==> src/rtl/fetch_sequencer_if.sv <==
// Fetch-side bundle: instruction-memory handshake, decode handshake, and control inputs.
interface fetch_if;
    logic        imem_req;
    logic [31:0] imem_addr;
    logic        imem_ack;
    logic [31:0] imem_rdata;
    logic        instr_valid;
    logic [31:0] instr;
    logic [31:0] instr_pc;
    logic        stall;
    logic        redirect_valid;
    logic [31:0] redirect_target;
    logic        halt;
    logic [31:0] pc_out;
    logic        fault;

    // master = fetch sequencer, slave = memory/decode/control environment
    modport master (
        output imem_req, imem_addr, instr_valid, instr, instr_pc, pc_out, fault,
        input  imem_ack, imem_rdata, stall, redirect_valid, redirect_target, halt
    );

    modport slave (
        input  imem_req, imem_addr, instr_valid, instr, instr_pc, pc_out, fault,
        output imem_ack, imem_rdata, stall, redirect_valid, redirect_target, halt
    );
endinterface

==> src/rtl/fetch_sequencer.sv <==
// RV32I fetch sequencer: owns the PC, issues imem requests, hands words to decode,
// and applies redirects, halts and sticky fault detection.
module fetch_sequencer #(
    parameter logic [31:0] RESET_VECTOR = 32'h0000_0000,
    parameter int unsigned MAX_WAIT     = 15
) (
    input logic     clk,
    input logic     reset,
    fetch_if.master bus
);
    localparam int unsigned XLEN  = 32;
    localparam int unsigned CNT_W = $clog2(MAX_WAIT + 1);
    localparam logic [XLEN-1:0] NOP = 32'h0000_0013;

    typedef enum logic [2:0] {
        S_IDLE,
        S_FETCH,
        S_DELIVER,
        S_HALTED,
        S_FAULT
    } state_t;

    state_t            state, state_next;
    logic [XLEN-1:0]   pc, pc_next;
    logic [XLEN-1:0]   instr_q, instr_next;
    logic [XLEN-1:0]   ipc_q, ipc_next;
    logic              valid_q, valid_next;
    logic              fault_q, fault_next;
    logic [CNT_W-1:0]  cnt, cnt_next, cnt_inc;
    logic              active_c;

    // State register
    always_ff @(posedge clk) begin
        if (reset) begin
            state <= S_IDLE;
        end else begin
            state <= state_next;
        end
    end

    // Next-state and datapath control; halt beats redirect beats ack/stall
    always_comb begin
        state_next = state;
        pc_next    = pc;
        instr_next = instr_q;
        ipc_next   = ipc_q;
        valid_next = valid_q;
        fault_next = fault_q;
        cnt_next   = cnt;
        cnt_inc    = cnt + CNT_W'(1);
        active_c   = (state == S_IDLE) || (state == S_FETCH) || (state == S_DELIVER);

        if (active_c) begin
            if (bus.halt) begin
                state_next = S_HALTED;
                valid_next = 1'b0;
            end else if (bus.redirect_valid) begin
                valid_next = 1'b0;
                if (bus.redirect_target[1:0] != 2'b00) begin
                    state_next = S_FAULT;
                    fault_next = 1'b1;
                end else begin
                    pc_next    = bus.redirect_target;
                    cnt_next   = '0;
                    state_next = S_FETCH;
                end
            end else begin
                case (state)
                    S_IDLE: state_next = S_FETCH;
                    S_FETCH: begin
                        if (bus.imem_ack) begin
                            instr_next = bus.imem_rdata;
                            ipc_next   = pc;
                            pc_next    = pc + XLEN'(4);
                            valid_next = 1'b1;
                            cnt_next   = '0;
                            state_next = S_DELIVER;
                        end else if (cnt_inc == CNT_W'(MAX_WAIT)) begin
                            cnt_next   = cnt_inc;
                            fault_next = 1'b1;
                            state_next = S_FAULT;
                        end else begin
                            cnt_next = cnt_inc;
                        end
                    end
                    S_DELIVER: begin
                        if (!bus.stall) begin
                            valid_next = 1'b0;
                            state_next = S_FETCH;
                        end
                    end
                    default: ;
                endcase
            end
        end
    end

    // Datapath registers
    always_ff @(posedge clk) begin
        if (reset) begin
            pc      <= RESET_VECTOR;
            instr_q <= NOP;
            ipc_q   <= '0;
            valid_q <= 1'b0;
            fault_q <= 1'b0;
            cnt     <= '0;
        end else begin
            pc      <= pc_next;
            instr_q <= instr_next;
            ipc_q   <= ipc_next;
            valid_q <= valid_next;
            fault_q <= fault_next;
            cnt     <= cnt_next;
        end
    end

    assign bus.imem_req    = (state == S_FETCH);
    assign bus.imem_addr   = pc;
    assign bus.pc_out      = pc;
    assign bus.instr       = instr_q;
    assign bus.instr_pc    = ipc_q;
    assign bus.instr_valid = valid_q;
    assign bus.fault       = fault_q;
endmodule

==> src/flat_wrapper.sv <==
// flat-port wrapper written by rule: the top's interface ports become plain ports
module fetch_sequencer_flat 
#(
    parameter logic [31:0] RESET_VECTOR = 32'h0000_0000,
    parameter int unsigned MAX_WAIT     = 15
)
  (clk, reset, bus_imem_req, bus_imem_addr, bus_instr_valid, bus_instr, bus_instr_pc, bus_pc_out, bus_fault, bus_imem_ack, bus_imem_rdata, bus_stall, bus_redirect_valid, bus_redirect_target, bus_halt);
  fetch_if bus_i ();
  input logic clk;
  input logic reset;
  output wire logic [$bits(bus_i.imem_req)-1:0] bus_imem_req;
  output wire logic [$bits(bus_i.imem_addr)-1:0] bus_imem_addr;
  output wire logic [$bits(bus_i.instr_valid)-1:0] bus_instr_valid;
  output wire logic [$bits(bus_i.instr)-1:0] bus_instr;
  output wire logic [$bits(bus_i.instr_pc)-1:0] bus_instr_pc;
  output wire logic [$bits(bus_i.pc_out)-1:0] bus_pc_out;
  output wire logic [$bits(bus_i.fault)-1:0] bus_fault;
  input wire logic [$bits(bus_i.imem_ack)-1:0] bus_imem_ack;
  input wire logic [$bits(bus_i.imem_rdata)-1:0] bus_imem_rdata;
  input wire logic [$bits(bus_i.stall)-1:0] bus_stall;
  input wire logic [$bits(bus_i.redirect_valid)-1:0] bus_redirect_valid;
  input wire logic [$bits(bus_i.redirect_target)-1:0] bus_redirect_target;
  input wire logic [$bits(bus_i.halt)-1:0] bus_halt;
  assign bus_imem_req = bus_i.imem_req;
  assign bus_imem_addr = bus_i.imem_addr;
  assign bus_instr_valid = bus_i.instr_valid;
  assign bus_instr = bus_i.instr;
  assign bus_instr_pc = bus_i.instr_pc;
  assign bus_pc_out = bus_i.pc_out;
  assign bus_fault = bus_i.fault;
  assign bus_i.imem_ack = bus_imem_ack;
  assign bus_i.imem_rdata = bus_imem_rdata;
  assign bus_i.stall = bus_stall;
  assign bus_i.redirect_valid = bus_redirect_valid;
  assign bus_i.redirect_target = bus_redirect_target;
  assign bus_i.halt = bus_halt;
  fetch_sequencer #(.RESET_VECTOR(RESET_VECTOR), .MAX_WAIT(MAX_WAIT)) u_core (.clk(clk), .reset(reset), .bus(bus_i));
endmodule
==> config.mk <==
export PLATFORM = sky130hd
export DESIGN_NAME = fetch_sequencer_flat
export DESIGN_NICKNAME = d
export VERILOG_FILES = /design/src/rtl/fetch_sequencer_if.sv /design/src/rtl/fetch_sequencer.sv /design/src/flat_wrapper.sv
export SDC_FILE = /design/constraint.sdc
export NUM_CORES = 1
export LEC_CHECK = 0
export BUFFER_PORTS_ARGS = -buffer_cell sky130_fd_sc_hd__buf_2
export CORE_MARGIN = 5
export CORE_UTILIZATION = 49
export CTS_CLUSTER_DIAMETER = 30
export DETAILED_ROUTE_END_ITERATION = 16
export PLACE_DENSITY = 0.81
export SLEW_MARGIN = 20
export SYNTH_ARGS = -nofsm -noshare
export SYNTH_HDL_FRONTEND = slang
export SYNTH_SLANG_ARGS = --single-unit
==> constraint.sdc <==
create_clock -name clk -period 2.37 [get_ports clk]
set_input_delay 0.3555 -clock clk [delete_from_list [all_inputs] [get_ports clk]]
set_output_delay 0.3555 -clock clk [all_outputs]
set_load 0.01 [all_outputs]
==> impl_results.md, run 1 <==
* CP Launch Type: flop
* Area of the die at 0.0124 sq mm
* Average wire per standard cell at 15.7 um
* Multi-input combinational cell area at approximately 0.0025 sq mm
* Worst Hold Endpoint: u_core.bus.instr[0]$_SDFFE_PP1P_
* Leakage power figure at 2.80 nW
* Initial core utilization at 49.5%
* CTS max path bufs at 2
* TNS Setup at 0 ns
* Remaining design rule violation count at 0
* Utilization of the core after routing at 61.9%
* Unrepaired setup endpoints after global routing: no
* Post-synth top area cell: dfxtp_1
* Number of nets produced by synthesis at 720
* Pin slew with the least headroom to its limit at between 0.6 and 0.7 ns
* Met2 usage at 37.8%
* Sequential cell area in the final layout at 0.00210 sq mm
* Fraction of layout cells with a size suffix above 1 at 32.1%
* Number of placement rows at 37
* Number of sinks driven by the clock tree at 105
* Starting DRC count in detailed routing at 454
* CTS Hold Buffers Added at 0
* Most used routing layer: met2
* Cells traversed along the worst timing path: or3b_1 > or3_2 > buf_4 > nand2_1 > a21oi_1
* Endpoint required time on the critical path at 2.62 ns
* DR pass1 iterations at 5
* Post-synth EDFFs at 0
* TritonCTS Buffers at 9
* Vias in the first global route at 4937
* Maximum fanout along the worst path at 64
* Flops & latches, synth at 105
* PortBufs at 200
* Number of vias per cell at 5.46
* Area share of the largest cell type after synthesis at 41.9%
* Share of async-settable or async-resettable flops after synthesis at 0%
* Number of warnings printed during yosys synthesis at 0
* Worst slew margin relative to its limit at 56.4%
* Result of the run: finished clean
* First-pass GRT wire length at 23.9 mm
* Floorplan die height at 111 um
* Wire length reported by the detailed router at 15.0 mm
* Antenna violations before repair at 0
* Worst hold path type: primary input to flop
* Resize count post-CTS at 0
* Worst r2r src: u_core.state[0]$_SDFFE_PP0P_
* Worst reg-to-reg setup slack at 0.20 ns
* Switching fraction of total power at a little over a quarter
* Proportion of synthesized chip area in sequential cells at a little over two fifths
* Number of max-capacitance violations reported at 0
* Total vias in the final route at 5232
* Growth of design area from synthesis to finish at 25.1%
* Total Routing Usage GR at 22.9%
* Power per standard cell area at 559 mW/mm^2
* Met3 demand-to-capacity share in global routing at 5.57%
* Hold path startpoint: bus_imem_rdata[0]
* Non-filler instance count after layout at 958
* Unique cell type count in the Yosys netlist at 57
* Worst IR Drop VDD at 0.000328 V
* Instance count of the mapped netlist at ~650
* Count of antenna diodes in the layout at 0
* Met1 layer usage reported by global route at 29.6%
* Element type at the critical path end: flop
* Clk pwr share at between 30% and 40%
* Count of nets left with antenna violations after detail routing at 0
* Internal power at 2.58 mW
* Average instance area after synthesis at 7.75 sq um
* Endpoint of the worst register-to-register path: u_core.bus.instr[23]$_SDFFE_PP0P_
* Hold Fails Final Rpt at 0
* Aggregate global routing overflow at 0
* GP Congestion at 0.876
* Clock tree root driver cell: clkbuf_8
* Post-DP HPWL at 11.1 mm
* Flip-flop cell with the highest count after synthesis: dfxtp_1
* WP data arrival at 2.42 ns
* NumNets Final at 890
* Part of the cycle the worst path needs at 91.6%
* Cell total after placement at 942
* Maximum number of pins on one net before global-route repair at 82
* Clock slew seen by the registers of the worst setup and hold paths at 0.10 ns
* Final setup violation count at 0
* Area of the placeable core at approximately 0.010 sq mm
* Die width at about 110 um
* Total buffers and inverters traversed by the critical path at 1
* Clock tree from TritonCTS: yes
* Cell count of the worst hold path at 3
* CP delay by family, top: simple AND/OR/NAND/NOR gates
* Post-CTS setup buffer count at 0
* Synthesized area at 0.00501 sq mm
* Kind of critical path: flop to flop
* Sequential cell fraction of total power at 52.2%
* P_sw at 927 uW
* Worst Skew at 0.0111 ns
* Shortest period the worst path allows at 2.17 ns
* Clock latency on the worst-skew pair at between 0.3 and 0.4 ns
* Fmax at 460 MHz
* Count of boundary I/O pins at around 200
* Number of cell instances on the worst register-to-register path at 5
* Combinational share of power at 11.5%
* Number of inserted filler cells in the final layout at roughly 930
* Worst stage delay on the critical path at 0.51 ns
* H-tree depth reported by CTS at 3
* Biggest area contributors in the synthesized netlist: dfxtp_1 (42%), nand2_1 (12%), a21oi_1 (8.6%)
* Cell at the slowest stage of the critical path: or3b_1
* Max Slew Vio Count at 0
-- through the flow --
stage          instance area, sq um  power (mW)  hold WS [ns]  worst slack, ns
2_1_floorplan                  5010        2.11         0.480            0.436
3_3_place_gp                   6040        2.26         0.439            0.331
3_5_place_dp                   6040        2.27         0.443            0.243
4_1_cts                        6280        3.54         0.184            0.217
5_1_grt                        6280        3.64         0.202           0.0887
6_report                       6280        3.51         0.196            0.198
-- worst max path at each step --
stage	start	endpoint	slack [ns]	cells after the start
floorplan	u_core.bus.imem_addr[2]$_SDFFE_PP0P_	u_core.bus.imem_addr[28]$_SDFFE_PP0P_	0.44	6
global placement	u_core.state[0]$_SDFFE_PP0P_	u_core.bus.instr_pc[7]$_SDFFE_PP0P_	0.33	5
detailed placement	u_core.state[0]$_SDFFE_PP0P_	u_core.bus.instr[23]$_SDFFE_PP0P_	0.24	5
CTS	u_core.state[0]$_SDFFE_PP0P_	u_core.bus.instr[23]$_SDFFE_PP0P_	0.22	5
global route	u_core.state[0]$_SDFFE_PP0P_	u_core.bus.imem_addr[17]$_SDFFE_PP0P_	0.09	6
finish	u_core.state[0]$_SDFFE_PP0P_	u_core.bus.instr[23]$_SDFFE_PP0P_	0.20	5
-- layout make-up --
cell class	instances	share of cell area, %
Inverter	9	0.538
Tap cell	136	2.71
Clock inverter	7	1.73
Multi-Input combinational cell	457	39.2
Sequential cell	105	33.5
Clock buffer	9	1.97
Timing Repair Buffer	235	20.4
-- sequential cells by signal (all words and copies together), names as in the netlist --
register and count:
u_core.bus.imem_addr 32, u_core.bus.instr 32, u_core.bus.instr_pc 32, u_core.cnt 4
u_core.state 3, u_core.bus.fault 1, u_core.bus.instr_valid 1
-- power groups by stage --
stage          logic (mW)  clock network, mW  registers, mW
3_3_place_gp        0.392                  0           1.87
5_1_grt             0.442               1.36           1.84
3_5_place_dp        0.401                  0           1.87
4_1_cts             0.402               1.30           1.83
6_report            0.403               1.27           1.83
2_1_floorplan       0.226                  0           1.89
-- worst min-delay path, delay by kind of cell --
| family | cells | cell delay, ns |
|---|---|---|
| AND/OR/NAND/NOR | 2 | 0.11 |
| buffers and inverters | 1 | 0.07 |
-- layer usage --
layer | wire, um | vias up | share of wire, %
met1 | 6670 | 2427 | 44
met3 | 1260 | 20 | 8.4
met2 | 6860 | 232 | 46
li1 | - | 2553 | -
met5 | 0 | - | 0
met4 | 214 | 0 | 1.4
-- cell families after synthesis --
group / after synthesis / synth area share, %
muxes: 3 / 0.599
adders and majority gates: 3 / 0.749
and+or+nand+nor: 273 / 25.7
buffers and inverters: 85 / 9.21
xor gates and xnor gates: 3 / 0.524
DFF: 105 / 41.9
AOI/OAI and AO/OA: 175 / 21.3
-- cell usage in the layout (no fill, tap or decap), types with 3 or more instances in the layout --
cell	synthesis	layout
and4_1	3	3
a22o_1	5	5
o21bai_1	5	5
nor2_1	28	28
a31oi_1	15	15
xnor2_1	3	3
nand4_1	9	9
a311oi_1	3	3
buf_4	34	35
buf_2	12	199
o31ai_1	9	9
ha_1	3	3
a211oi_1	9	9
nand2_1	156	156
inv_1	9	9
a21o_1	4	4
nor3b_1	3	3
and3_1	6	6
nor4_1	3	3
dfxtp_1	105	105
clkbuf_8	0	9
nand2b_1	13	13
nand3_1	17	17
and2_1	6	6
mux2i_1	3	3
a21oi_1	86	86
nor3_1	9	9
o21ai_0	21	21
-- Yosys cell counts (2+ instances only) --
cell type and n:
buf_2 12, ha_1 3, or3_1 2, a311oi_1 3, or2_2 2, a22o_1 5
or3b_1 2, xnor2_1 3, and3_1 6, a21oi_1 86, o41ai_1 2, o21ai_0 21
clkbuf_1 27, mux2i_1 3, o31ai_1 9, a21o_1 4, nor4b_1 2, o21bai_1 5
nor4_1 3, inv_1 9, a41o_1 2, a31o_2 2, a221oi_1 2, and4_1 3
nor3_1 9, nor2_1 28, nand2b_1 13, dfxtp_1 105, buf_1 3, nand4_1 9
nand3_1 17, and2_1 6, nor2b_1 2, a211oi_1 9, buf_4 34, o21a_1 2
nand2_1 156, a31oi_1 15, nor3b_1 3
Power figures use the tool's default switching activity.
==> run 2, diff against run 1 <==
--- a/config.mk
+++ b/config.mk
@@ -5,12 +5,13 @@
 export SDC_FILE = /design/constraint.sdc
 export NUM_CORES = 1
 export LEC_CHECK = 0
+export ABC_AREA = 1
 export BUFFER_PORTS_ARGS = -buffer_cell sky130_fd_sc_hd__buf_2
 export CORE_MARGIN = 5
 export CORE_UTILIZATION = 49
 export CTS_CLUSTER_DIAMETER = 30
 export DETAILED_ROUTE_END_ITERATION = 16
-export PLACE_DENSITY = 0.81
+export PLACE_DENSITY = 0.8
 export SLEW_MARGIN = 20
 export SYNTH_ARGS = -nofsm -noshare
 export SYNTH_HDL_FRONTEND = slang
==> impl_results.md, run 2 <==
* Cell total after placement at 1072 (+14%)
* Fraction of layout cells with a size suffix above 1 at 25.2% (-6.9 points)
* Count of antenna diodes in the layout at 0 (unchanged)
* Worst stage delay on the critical path at 0.53 ns (+0.02 ns)
* Post-DP HPWL at 11.5 mm (+3.9%)
* Result of the run: finished clean
* Power per standard cell area at 566 mW/mm^2 (+1.2%)
* Remaining design rule violation count at 0 (unchanged)
* WP data arrival at 2.24 ns (-0.18 ns)
* Worst IR Drop VDD at 0.000333 V (+1.6%)
* Leakage power figure at 3.01 nW (+7.7%)
* Biggest area contributors in the synthesized netlist: dfxtp_1 (40%), nand2_1 (20%), a21oi_1 (7.9%)
* Hold Fails Final Rpt at 0 (unchanged)
* DR pass1 iterations at 5 (unchanged)
* Clock latency on the worst-skew pair at 0.37 ns (about the same)
* Xor and xnor fraction of the mapped netlist area at 1.01% (+0.48 points)
* Shortest period the worst path allows at 1.96 ns (-0.216 ns)
* TNS Setup at 0 ns (unchanged)
* Fmax at 511 MHz (+11%)
* Element type at the critical path end: flop
* Cells traversed along the worst timing path: ha_1 > nand2_1 > nor2_2 > nand3_1 > nor2_1 > nand2_1 > o21ai_1 > nand2_1 > nand2_1 > inv_1
* First-pass GRT wire length at 24.8 mm (+3.7%)
* Worst hold path type: primary input to flop
* Number of warnings printed during yosys synthesis at 0 (unchanged)
* Number of max-capacitance violations reported at 0 (unchanged)
* CTS max path bufs at 2 (unchanged)
* Post-synth top area cell: dfxtp_1
* Combinational family with the most area after synthesis: simple AND/OR/NAND/NOR gates
* Average wire per standard cell at 14.5 um (-7.6%)
* Worst slew margin relative to its limit at 49.9% (-6.5 points)
* Post-CTS setup buffer count at 0 (unchanged)
* Worst Skew at 0.0150 ns (+0.00392 ns)
* Post-synthesis mux area share at 0.191% (-0.41 points)
* Final setup violation count at 0 (unchanged)
* Non-filler instance count after layout at 1087 (+13%)
* Flip-flop cell with the highest count after synthesis: dfxtp_1
* Worst-case setup margin in the final layout at 0.414 ns (+0.216 ns)
* Most numerous cell on the critical path: nand2_1
* Tightest hold margin at 0.189 ns (-0.00658 ns)
* GP Congestion at 0.928 (+6.0%)
* Number of nets produced by synthesis at 866 (+20%)
* H-tree depth reported by CTS at 3 (unchanged)
* Maximum number of pins on one net before global-route repair at 68 (-17%)
* TritonCTS Buffers at 9 (unchanged)
* Adder-Cell Fraction of Synth Area at 0.718% (-0.030 points)
* Utilization of the core after routing at 60.4% (-1.5 points)
* Area share of the largest cell type after synthesis at 40.2% (-1.7 points)
* Post-synth EDFFs at 0 (unchanged)
* CTS Hold Buffers Added at 0 (unchanged)
* Simple logic cell fraction of the synthesized area at 33.2% (+7.5 points)
* Cell at the slowest stage of the critical path: dfxtp_1
* PortBufs at 200 (unchanged)
* Compound-cell area share of the yosys netlist at 13.0% (-8.3 points)
* Count of nets left with antenna violations after detail routing at 0 (unchanged)
* Maximum fanout along the worst path at 7 (-89%)
* Instance count of the mapped netlist at 793 (+23%)
* Die width at 113 um (+1.9%)
* Area of the placeable core at 0.0104 sq mm (+2.3%)
* Synthesized area at 0.00523 sq mm (+4.2%)
* Unique cell type count in the Yosys netlist at 31 (-46%)
* Number of vias per cell at 5.08 (-7.0%)
* Clock tree root driver cell: clkbuf_8
* Final std cell area, no fill at 0.00627 sq mm (-0.12%)
* Clock slew seen by the registers of the worst setup and hold paths at 0.11 ns (about the same)
* Commonest non-fill, non-tap cell in the layout: nand2_1
* Clock tree from TritonCTS: yes
* Area of the die at 0.0128 sq mm (+3.9%)
* Wire length reported by the detailed router at 15.7 mm (+4.8%)
* Total vias in the final route at 5518 (+5.5%)
* Floorplan die height at 113 um (+1.9%)
* Pin slew with the least headroom to its limit at 0.752 ns (+0.0975 ns)
* Initial core utilization at 50.4% (+0.95 points)
* Part of the cycle the worst path needs at 82.5% (-9.1 points)
* Antenna violations before repair at 0 (unchanged)
* Starting DRC count in detailed routing at 467 (+2.9%)
* Share of async-settable or async-resettable flops after synthesis at 0% (unchanged)
* Worst reg-to-reg setup slack at 0.41 ns (+0.22 ns)
* Endpoint required time on the critical path at 2.65 ns (+0.03 ns)
* CP Launch Type: flop
* Kind of critical path: flop to flop
* Leading post-synthesis cells by instance count: nand2_1 (282), dfxtp_1 (105), nor2_1 (88)
* Aggregate global routing overflow at 0 (unchanged)
* Most frequently used cell type in the post-synthesis netlist: nand2_1
* Growth of design area from synthesis to finish at 19.9%
* Worst Setup Slack post-DPL at 0.329 ns (+0.0866 ns)
* Number of sinks driven by the clock tree at 105 (unchanged)
* Post-DP Area at 0.00607 sq mm (+0.41%)
* Average instance area after synthesis at 6.59 sq um (-15%)
* Total Routing Usage GR at 23.6% (+0.64 points)
* Flops & latches, synth at 105 (unchanged)
* Commonest cells after routing, fill and taps aside: nand2_1 (282), buf_2 (200), dfxtp_1 (105)
* Unrepaired setup endpoints after global routing: no
* Vias in the first global route at 4987 (+1.0%)
* Number of placement rows at 37 (unchanged)
* Resize count post-CTS at 0 (unchanged)
* Proportion of synthesized chip area in sequential cells at 40.2% (-1.7 points)
* Max Slew Vio Count at 0 (unchanged)
* NumNets Final at 1020 (+15%)
* Count of boundary I/O pins at 201 (unchanged)
* Design Power at 3.55 mW (+1.1%)
-- run 2: cell count changes after synthesis, moves of 10 or more --
| cell | delta |
|---|---|
| a31oi_1 | -13 |
| nor2_1 | +60 |
| nand2b_1 | -13 |
| nand3_1 | +13 |
| nand2_1 | +126 |
| inv_1 | +35 |
| o21ai_0 | +20 |
| clkbuf_1 | -10 |
-- run 2: layout make-up --
type / count / area (sq um)
Tap cell: 136 / 170
Fill cell: 1038 / 4100
Clock inverter: 6 / 76.3
Sequential cell: 105 / 2100
Inverter: 49 / 184
Multi-Input combinational cell: 573 / 2520
Timing Repair Buffer: 209 / 1090
Clock buffer: 9 / 124
-- run 2: final timing paths --
kind                                   startpoint                                     to  cells past startpoint
max          u_core.bus.imem_addr[3]$_SDFFE_PP0P_  u_core.bus.imem_addr[14]$_SDFFE_PP0P_                     10
min                             bus_imem_rdata[0]       u_core.bus.instr[0]$_SDFFE_PP1P_                      3
min reg2reg   u_core.bus.instr_valid$_SDFFE_PP0P_    u_core.bus.instr_valid$_SDFFE_PP0P_                      2
max reg2reg  u_core.bus.imem_addr[3]$_SDFFE_PP0P_  u_core.bus.imem_addr[14]$_SDFFE_PP0P_                     10
-- run 2: power breakdown --
group	switching, mW	internal [mW]	leakage, nW	total, mW
Clock	0.650	0.500	0.102	1.15
Sequential	0.0841	1.82	0.850	1.91
Combinational	0.299	0.193	2.06	0.491
-- run 2: cells by family (layout without fill, tap and decap cells) --
| logic type | Yosys count | in the layout |
|---|---|---|
| and+or+nand+nor | 429 | 429 |
| AOI/OAI and AO/OA | 134 | 134 |
| buffers and inverters | 115 | 273 |
| DFF | 105 | 105 |
| xor gates and xnor gates | 6 | 6 |
| adders and majority gates | 3 | 3 |
| muxes | 1 | 1 |
-- run 2: worst max-delay path: cells and delay by family (launching register included) --
| kind | cells | cell delay [ns] |
|---|---|---|
| flip-flops | 1 | 0.53 |
| AO/OA/AOI/OAI | 1 | 0.12 |
| buffers and inverters | 1 | 0.03 |
| adder cells (fa/ha/maj) | 1 | 0.26 |
| AND/OR/NAND/NOR | 7 | 0.93 |
-- run 2: layer usage --
layer	vias up	share of wire, %	track usage [%]	wire length, um
li1	2793	-	-	-
met1	2469	44	31.7	6980
met2	229	46	38.2	7180
met3	27	7.7	4.39	1210
met4	0	2.3	7.69	361
met5	-	0	0	0
==> run 3, diff against run 2 <==
==> constraint.sdc (replaced) <==
create_clock -name clk -period 2 [get_ports clk]
set_input_delay 0.3 -clock clk [delete_from_list [all_inputs] [get_ports clk]]
set_output_delay 0.3 -clock clk [all_outputs]
set_load 0.01 [all_outputs]
==> impl_results.md, run 3 (synthesis gave the netlist of run 2 again) <==
* Power per standard cell area at 654 mW/mm^2 (+16%)
* Cell at the slowest stage of the critical path: dfxtp_1
* Worst hold path type: primary input to flop
* Most used routing layer: met2
* Number of max-capacitance violations reported at 0 (unchanged)
* Post-DP HPWL at 11.7 mm (+1.0%)
* Unrepaired setup endpoints after global routing: no
* Fmax at 554 MHz (+8.3%)
* Remaining design rule violation count at 0 (unchanged)
* Multi-input combinational cell area at 0.00252 sq mm (unchanged)
* Count of boundary I/O pins at 201 (unchanged)
* Resize count post-CTS at 0 (unchanged)
* Die width at 113 um (unchanged)
* Floorplan die height at 113 um (unchanged)
* First-pass GRT wire length at 25.1 mm (+0.94%)
* Initial core utilization at 50.4% (unchanged)
* Leakage power figure at 3.04 nW (+0.90%)
* Maximum number of pins on one net before global-route repair at 68 (unchanged)
* CP delay by family, top: simple AND/OR/NAND/NOR gates
* NumNets Final at 1027 (+0.69%)
* Aggregate global routing overflow at 0 (unchanged)
* Growth of design area from synthesis to finish at 20.7%
* Clock slew seen by the registers of the worst setup and hold paths at 0.10 ns (about the same)
* CP Launch Type: flop
* Average wire per standard cell at 14.3 um (-0.91%)
* Sequential cell area in the final layout at 0.00210 sq mm (unchanged)
* Maximum fanout along the worst path at 8 (+1)
* Max Slew Vio Count at 0 (unchanged)
* CTS max path bufs at 2 (unchanged)
* Antenna violations before repair at 0 (unchanged)
* Total vias in the final route at 5506 (-0.22%)
* Count of antenna diodes in the layout at 0 (unchanged)
* Shortest period the worst path allows at 1.81 ns (-0.149 ns)
* Total Routing Usage GR at 23.8% (+0.25 points)
* Endpoint required time on the critical path at 2.27 ns (-0.38 ns)
* DR pass1 iterations at 5 (unchanged)
* Pin slew with the least headroom to its limit at 0.741 ns (-0.0111 ns)
* Starting DRC count in detailed routing at 462 (-1.1%)
* Met3 demand-to-capacity share in global routing at 5.03% (+0.64 points)
* Part of the cycle the worst path needs at 90.3% (+7.8 points)
* Element type at the critical path end: flop
* Number of placement rows at 37 (unchanged)
* Area of the die at 0.0128 sq mm (unchanged)
* Clock tree root driver cell: clkbuf_8
* Worst slew margin relative to its limit at 50.6% (+0.74 points)
* Utilization of the core after routing at 60.8% (+0.37 points)
* TritonCTS Buffers at 9 (unchanged)
* Most numerous cell on the critical path: nand2_1
* GP Congestion at 0.923 (-0.58%)
* Count of nets left with antenna violations after detail routing at 0 (unchanged)
* Number of inserted filler cells in the final layout at 1030 (-0.77%)
* Met1 layer usage reported by global route at 32.1% (+0.36 points)
* Worst-case setup margin in the final layout at 0.193 ns (-0.221 ns)
* Clock tree from TritonCTS: yes
* WP data arrival at 2.08 ns (-0.16 ns)
* Vias in the first global route at 5110 (+2.5%)
* PortBufs at 200 (unchanged)
* Total buffers and inverters traversed by the critical path at 1 (unchanged)
* Hold Fails Final Rpt at 0 (unchanged)
* Commonest non-fill, non-tap cell in the layout: nand2_1
* Area of the placeable core at 0.0104 sq mm (unchanged)
* TNS Setup at 0 ns (unchanged)
* Met2 usage at 38.8% (+0.59 points)
* Number of vias per cell at 5.03 (-0.95%)
* Wire length reported by the detailed router at 15.7 mm (-0.18%)
* Worst Setup Slack post-DPL at 0.259 ns (-0.0700 ns)
* Number of sinks driven by the clock tree at 105 (unchanged)
* Worst stage delay on the critical path at 0.52 ns (about the same)
* Fraction of layout cells with a size suffix above 1 at 25.8% (+0.52 points)
* H-tree depth reported by CTS at 3 (unchanged)
* Cells traversed along the worst timing path: nand2_1 > nor2_2 > nand3_1 > nor2_1 > nand2_1 > o21ai_1 > nand2_1 > nand2_1 > inv_1
* Commonest cells after routing, fill and taps aside: nand2_1 (282), buf_2 (200), dfxtp_1 (105)
* Final setup violation count at 0 (unchanged)
* Post-CTS setup buffer count at 0 (unchanged)
* Kind of critical path: flop to flop
* Worst reg-to-reg setup slack at 0.19 ns (-0.22 ns)
* Tightest hold margin at 0.132 ns (-0.0572 ns)
* Clock latency on the worst-skew pair at 0.37 ns (about the same)
* Worst IR Drop VDD at 0.000437 V (+31%)
* Worst Skew at 0.0161 ns (+0.00108 ns)
* CTS Hold Buffers Added at 0 (unchanged)
* Result of the run: finished clean
==> run 3: cell count changes in the layout (fill, tap and decap cells not counted), sizes merged <==
cell / delta
buf: +7
clkbuf: +2
clkinv: -2
clkinvlp: +1
bufinv: -1
inv: +1
==> run 3: report_power, final <==
group | total, mW | internal [mW] | switching [mW]
Combinational | 0.603 | 0.239 | 0.364
Sequential | 2.25 | 2.16 | 0.0884
Clock | 1.27 | 0.509 | 0.764
Total | 4.13 | 2.91 | 1.22
==> run 3: path summary, 6_finish.rpt <==
check | from | endpoint | cells after the start
worst max-delay path | u_core.bus.imem_addr[4]$_SDFFE_PP0P_ | u_core.bus.imem_addr[14]$_SDFFE_PP0P_ | 9
worst min-delay path | bus_imem_rdata[0] | u_core.bus.instr[0]$_SDFFE_PP1P_ | 3
worst max register to register | u_core.bus.imem_addr[4]$_SDFFE_PP0P_ | u_core.bus.imem_addr[14]$_SDFFE_PP0P_ | 9
worst min register to register | u_core.bus.instr_valid$_SDFFE_PP0P_ | u_core.bus.instr_valid$_SDFFE_PP0P_ | 2
==> run 3: per-stage QoR <==
stage / cell area (sq um) / power, mW / std cells
2_1_floorplan: 5230 / 2.67 / 793
3_3_place_gp: 6120 / 2.89 / 1079
3_5_place_dp: 6120 / 2.90 / 1079
4_1_cts: 6310 / 4.15 / 1095
5_1_grt: 6310 / 4.33 / 1095
6_report: 6310 / 4.13 / 1095
==> run 3: layout make-up <==
cell class	instances	share of cell area (%)
Multi-Input combinational cell	573	39.9
Sequential cell	105	33.3
Timing Repair Buffer	216	18.2
Inverter	49	2.92
Tap cell	136	2.70
Clock buffer	11	2.24
Clock inverter	5	0.714
==> run 3: layer usage <==
layer	routed length (um)	share of wire, %	up-vias
met4	289	1.8	0
met3	1310	8.3	20
li1	-	-	2807
met5	0	0	-
met1	6910	44	2443
met2	7190	46	236
==> run 3: tightest hold or removal path: stages <==
cell and delay, ns:
buf_2 0.08, nand2_1 0.05, nand3_1 0.05
